<file path="src/rtl/serial_add_arb.sv">
// Two-requester round-robin front end feeding a bit-serial adder.
// One operand pair is summed LSB first, one bit per clock, by a single full adder.
module serial_add_arb #(
  parameter int WIDTH = 8
) (
  input  logic             clk,
  input  logic             rst,
  input  logic             req0_valid,
  output logic             req0_ready,
  input  logic [WIDTH-1:0] req0_a,
  input  logic [WIDTH-1:0] req0_b,
  input  logic             req1_valid,
  output logic             req1_ready,
  input  logic [WIDTH-1:0] req1_a,
  input  logic [WIDTH-1:0] req1_b,
  output logic             res_valid,
  input  logic             res_ready,
  output logic [WIDTH-1:0] res_sum,
  output logic             res_carry,
  output logic             res_id
);

  localparam int CW = $clog2(WIDTH);

  typedef enum logic [1:0] {IDLE, ADD, DONE} state_t;

  state_t           state;
  logic             last_grant;
  logic             grant_id;
  logic             accept;
  logic [WIDTH-1:0] a_reg;
  logic [WIDTH-1:0] b_reg;
  logic [WIDTH-1:0] sum_reg;
  logic             carry_reg;
  logic             id_reg;
  logic [CW-1:0]    cnt;
  logic             bit_sum;
  logic             bit_carry;

  // Under contention the requester that lost the previous grant wins.
  always_comb begin
    if (req0_valid && req1_valid) grant_id = ~last_grant;
    else                          grant_id = req1_valid;
  end

  assign req0_ready = (state == IDLE) && !rst && req0_valid && !grant_id;
  assign req1_ready = (state == IDLE) && !rst && req1_valid &&  grant_id;
  assign accept     = req0_ready | req1_ready;

  assign bit_sum   = a_reg[0] ^ b_reg[0] ^ carry_reg;
  assign bit_carry = (a_reg[0] & b_reg[0]) | (a_reg[0] & carry_reg) | (b_reg[0] & carry_reg);

  always_ff @(posedge clk) begin
    if (rst) begin
      state      <= IDLE;
      last_grant <= 1'b1;
      a_reg      <= '0;
      b_reg      <= '0;
      sum_reg    <= '0;
      carry_reg  <= 1'b0;
      id_reg     <= 1'b0;
      cnt        <= '0;
      res_valid  <= 1'b0;
      res_sum    <= '0;
      res_carry  <= 1'b0;
      res_id     <= 1'b0;
    end else begin
      case (state)
        IDLE: begin
          if (accept) begin
            a_reg      <= grant_id ? req1_a : req0_a;
            b_reg      <= grant_id ? req1_b : req0_b;
            id_reg     <= grant_id;
            last_grant <= grant_id;
            sum_reg    <= '0;
            carry_reg  <= 1'b0;
            cnt        <= '0;
            state      <= ADD;
          end
        end
        ADD: begin
          // Operands shift down so bit 0 always feeds the adder; sum fills from the top.
          a_reg     <= a_reg >> 1;
          b_reg     <= b_reg >> 1;
          sum_reg   <= {bit_sum, sum_reg[WIDTH-1:1]};
          carry_reg <= bit_carry;
          cnt       <= cnt + 1'b1;
          if (cnt == CW'(WIDTH - 1)) begin
            state     <= DONE;
            res_valid <= 1'b1;
            res_sum   <= {bit_sum, sum_reg[WIDTH-1:1]};
            res_carry <= bit_carry;
            res_id    <= id_reg;
          end
        end
        DONE: begin
          if (res_ready) begin
            res_valid <= 1'b0;
            state     <= IDLE;
          end
        end
        default: state <= IDLE;
      endcase
    end
  end

endmodule

</file>
<file path="config.mk">
export PLATFORM = sky130hd
export DESIGN_NAME = serial_add_arb
export DESIGN_NICKNAME = d
export VERILOG_FILES = /design/src/rtl/serial_add_arb.sv
export SDC_FILE = /design/constraint.sdc
export NUM_CORES = 1
export LEC_CHECK = 0
export BUFFER_PORTS_ARGS = -buffer_cell sky130_fd_sc_hd__buf_2
export CAP_MARGIN = 10
export CORE_AREA = 3 3 84 86
export CTS_CLUSTER_DIAMETER = 120
export CTS_CLUSTER_SIZE = 14
export DETAILED_ROUTE_END_ITERATION = 12
export DIE_AREA = 0 0 87 89
export PLACE_DENSITY = 0.52
export SYNTH_ARGS = -nofsm -noshare
export SYNTH_HDL_FRONTEND = slang
export SYNTH_SLANG_ARGS = --single-unit
export TNS_END_PERCENT = 1
</file>
<file path="constraint.sdc">
create_clock -name clk -period 1.3 [get_ports clk]
set_input_delay 0.13 -clock clk [delete_from_list [all_inputs] [get_ports clk]]
set_output_delay 0.13 -clock clk [all_outputs]
set_load 0.03 [all_outputs]
</file>
[Word-level counts from Yosys, hierarchy flattened]
Cells that the tools add are included.
Storage, ports and cells
  bits in registers: 43
  bits of input ports: 37
  output and inout bits: 13
  word-level logic and storage cells: 64
Operators by class
  add/sub/neg operators: 1
  equality and inequality tests: 6
  multiplexer cells: 20
  bitwise operators: 9
  reductions and logical operators: 16
Operators by type and width (count)
  $pmux 8 s2: 3
  $mux 8: 5
  $logic_and 1x1->1: 6
  $mux 2: 3
  $ne 2x2->1 const B: 3
  $pmux 2 s3: 1
  $pmux 3 s2: 1
  $reduce_and 2->1: 3
  $reduce_and 3->1: 2
  $mux 1: 4
  $pmux 1 s2: 2
  $reduce_bool 2->1: 2
  $add 3x1->3 const B: 1
  $and 1x1->1: 3
  $eq 3x3->1 const B: 1
  $mux 3: 1
  $or 1x1->1: 3
  $eq 2x1->1 const B: 1
  $eq 2x2->1 const B: 1
  $logic_not 1->1: 2
  $logic_not 2->1: 1
  $xor 1x1->1: 2
  $not 1->1: 1

[Logic depth before layout (Yosys ltp)]
  depth after elaboration: 7
  depth in mapped cells: 6
  mapped depth without buffers: 5

[Least setup slack after synthesis]
No wires, ideal clock.
  kind: reg-to-reg
  start point: register cnt[0]
  end point: register res_carry
  setup time: 86 ps
  arrival time: 1227 ps
  required time: 1214 ps
  setup slack: -13 ps
  stages on the path, launching flop included: 6
  buffers on the path: 1
  period minus slack after synthesis: 1313 ps
  cell sequence: dfxtp_1 > ha_1 > ha_1 > and3b_1 > buf_2 > a211oi_1
On the way
  cells in the longest elaborated chain, start to end: 2
Ends and longest elaborated chain
  from (decl): RTL line 36  | logic [CW-1:0] cnt;
  from (signal assigned): RTL line 87  | cnt <= cnt + 1'b1;
  $eq 3x3->1: RTL line 88  | if (cnt == CW'(WIDTH - 1)) begin
  $reduce_and 2->1 (no source line)
  to (signal assigned): RTL line 92  | res_carry <= bit_carry;
  to (decl): RTL line 19  | output logic res_carry,
No other way between the ends.
A chain may end at the register's enable or synchronous reset.

[Worst setup path after layout]
  start point: register state[0]
  end point: output port req0_ready
On the way
  cells in the longest elaborated chain, start to end: 4
Ends and longest elaborated chain
  from (decl): RTL line 27  | state_t state;
  from (signal assigned): RTL line 55  | state <= IDLE;
  from (signal assigned): RTL line 78  | state <= ADD;
  from (signal assigned): RTL line 89  | state <= DONE;
  $logic_not 2->1: RTL line 46  | assign req0_ready = (state == IDLE) && !rst && req0_valid && !grant_id;
  $logic_and 1x1->1 (3 in a row): RTL line 46
  to (decl): RTL line 9  | output logic req0_ready,
No other way between the ends.

==> key figures <==
Outcome
  • Result of the run: complete, but fails checks
  • Failing checks: negative setup slack

Critical path
  • Worst Setup End Kind: output port
  • Nature of the critical path startpoint: register
  • Maximum single-stage delay on the critical path: approximately 0.34 ns
  • Slowest CP cell: sky130_fd_sc_hd__dfxtp_2
  • Critical path start-end classification: register to output port
  • Cell breakdown of the critical path: buf_6 > nor3_4 > and3_4 > buf_6
  • Top fanout value on the critical path: 10
  • Worst path most repeated cell: sky130_fd_sc_hd__buf_6
  • Arr. time, crit path: 1.21 ns
  • WP data required: between 1 and 1.5 ns

Routing
  • DR vias: around 1.8k
  • First-pass iteration count of the detailed router: 4
  • Post-detailed-route wirelength per cell: around 14 um
  • WL final: between 5000 and 6000 um
  • Final ANT Viol Nets: 0
  • DRC Markers: 0
  • Via-to-Cell Ratio: a little over 5
  • Initial detailed-routing violation count: 93

Finish
  • Final #Nets: roughly 320
  • Fraction of final layout cells sized beyond drive strength 1: 0.359
  • Cell area after layout: 2630 um^2
  • Antenna cells: 0
  • Combined area of the multi-input logic cells: a little under 1000 um^2
  • Number of fill cells in the layout: around 650
  • Synth-to-Final Area Change: 37.9%
  • Register area: 850 um^2

Global routing
  • Wire length of the first global-routing pass: 8260 um
  • Total grt overflow: 0
  • Number of global-route vias before repair: about 1.8k
  • Initial antenna violation count: 0
  • Combined global-route utilization of all metal layers: 0.136
  • Met2 Track Usage GR: 0.213
  • Met3 GRT Util: 0.0286
  • Largest net degree at the start of global routing: 29
  • GR met1 Demand/Resource: 0.182
  • Top Usage Layer GRT: met2

Floorplan
  • Total core area: between 6000 and 7000 um^2
  • FP Rows: 29
  • DIE HEIGHT: just under 90 um
  • I/O pin cnt: 50
  • Die boundary width: 87 um
  • Starting density of the core: 0.301
  • Floorplan die area: 7740 um^2

CTS
  • Clock tree from TritonCTS: done
  • Num CTS Buffers: 5
  • Maximum number of buffers from clock root to sink: 2
  • Clock root cell: sky130_fd_sc_hd__clkbuf_8
  • Clock transition at the registers of the reported paths: ~0.08 ns
  • Insertion delay of the later-clocked pin in the worst-skew pair: 0.29 ns
  • CTS H-Tree Depth: 2
  • Number of hold buffers added after CTS: 0
  • Sink count of the clock tree: 42

Worst hold path
  • Kind of path behind the tightest hold check: primary input to register

Synthesis
  • FF+latch count, synth: 42
  • Cell variety after synth: 35
  • Cell type contributing the most total cell area after synthesis: sky130_fd_sc_hd__dfxtp_1
  • Mapped cell area: ~1900 um^2
  • Post-synthesis sequential area ratio: 0.440
  • Main area contributors after synthesis: sky130_fd_sc_hd__dfxtp_1 44%, sky130_fd_sc_hd__nor3_1 7.9%, sky130_fd_sc_hd__o211ai_1 6.3%
  • Fraction of post-synthesis cell area in the top cell type by area: 0.440
  • Post-synthesis cell count: roughly 220
  • Per-instance average area after synthesis: approximately 8.7 um^2
  • Warnings from Yosys: 0
  • Synthesized Nets: 259

STA
  • Max-slew violations: 0
  • Final clock skew: 0.00487 ns
  • Setup violation total in the final timing report: 2
  • Clock period minus final worst setup slack: roughly 1.3 ns
  • Max Clock Freq: roughly 750 MHz
  • Worst Tran Pin Value: between 0.3 and 0.4 ns
  • Final worst hold slack: between 0.1 and 0.15 ns
  • Unrepaired setup endpoints after global routing: yes
  • Relative slew slack: 0.785
  • Worst path setup slack after routing: -0.0415 ns
  • Final critical-path share of the clock period: 1.03
  • Fin. Hold Viols: 0

Job
  • Total of max-cap violations: 0

Placement
  • Minimum setup slack after placement: -0.180 ns
  • Weighted congestion at the end of routability-driven global placement: between 0.7 and 0.8
  • Area after detailed placement: 2370 um^2
  • Hpwl dp: 3630 um
  • Input/output buffers: between 40 and 50

Power and ir drop
  • PnR Total Power: 2.93 mW
  • Cell leakage power: about 1.0 nW
  • PwrDens: around 1100 nW/um^2
  • Maximum vdd drop: roughly 0.5 mV
-- stage by stage --
stage           util  cells  setup TNS (ns)
2_1_floorplan      -    219               0
3_3_place_gp   0.373    350          -0.978
6_report       0.415    361         -0.0470
5_1_grt        0.415    361          -0.857
4_1_cts        0.399    358          -0.104
3_5_place_dp   0.373    350           -1.78
-- critical path: cells and delay by family, from the launching register on --
kind | cells | cell delay [ns]
DFF | 1 | 0.34
and+or+nand+nor | 2 | 0.32
buffers and inverters | 2 | 0.26
-- Yosys cell counts (all sizes together) --
cell type	number
dfxtp	42
nor3	30
nand2	23
inv	17
o211ai	16
a21oi	15
buf	13
o32ai	13
a22o	8
nor2	6
clkbuf	4
nand3	4
o21ai	3
a211oi	2
a311oi	2
and3	2
ha	2
nor2b	2
or3	2
a21bo	1
a21boi	1
a32oi	1
and2	1
and3b	1
fa	1
nand2b	1
nand3b	1
o21bai	1
o22ai	1
o2bb2ai	1
o31ai	1
or3b	1
-- layout make-up --
type,count,area share
flip-flops and latches,42,0.323
clock inverters,1,0.0114
inverters,17,0.0242
well taps,77,0.0366
clock buffers,6,0.0314
repair buffers,74,0.196
multi-input cells,144,0.378
-- per-layer routing --
layer / vias up / routed length (um)
li1: 932 / -
met1: 860 / 2440
met2: 37 / 2300
met3: 10 / 267
met4: 0 / 93
met5: - / 0
-- path summary, 6_finish.rpt --
check / from / to / slack (ns) / cells past startpoint
setup / recovery: state[0] / req0_ready / -0.04 / 4
hold / removal: res_ready / state[1] / 0.11 / 3
setup reg to reg: state[0] / b_reg[5] / 0 / 4
hold reg to reg: res_sum[2] / res_sum[2] / 0.45 / 2
-- cells in the final DEF, fill, tap and decap left out, types with 5 or more instances in the layout --
cell,synthesis,layout
sky130_fd_sc_hd__buf_4,3,19
sky130_fd_sc_hd__nand2_1,23,23
sky130_fd_sc_hd__a22o_1,8,8
sky130_fd_sc_hd__clkbuf_8,0,6
sky130_fd_sc_hd__dfxtp_1,42,37
sky130_fd_sc_hd__o32ai_1,13,12
sky130_fd_sc_hd__a21oi_1,14,14
sky130_fd_sc_hd__nor2_1,6,5
sky130_fd_sc_hd__nor3_1,30,28
sky130_fd_sc_hd__inv_1,17,17
sky130_fd_sc_hd__o211ai_1,16,16
sky130_fd_sc_hd__buf_2,8,47
-- power breakdown --
part	leakage (nW)	internal [mW]	switching, mW	total (mW)
clock	0.0573	0.614	0.432	1.05
combinational	0.644	0.243	0.246	0.489
sequential	0.345	1.36	0.0395	1.40
-- timing repair --
action	4_1_cts	5_1_grt
resized for setup	15	12
cloned	1	1
pin swaps	3	14
buffers inserted	0	2
setup endpoints to repair	40	38
-- logic make-up after synthesis --
family | Yosys count | synth area share
compound gates | 66 | 0.265
fa+ha+maj | 3 | 0.0236
buf+inv | 34 | 0.0858
flops | 42 | 0.440
simple gates | 74 | 0.185
Power figures use the tool's default switching activity.
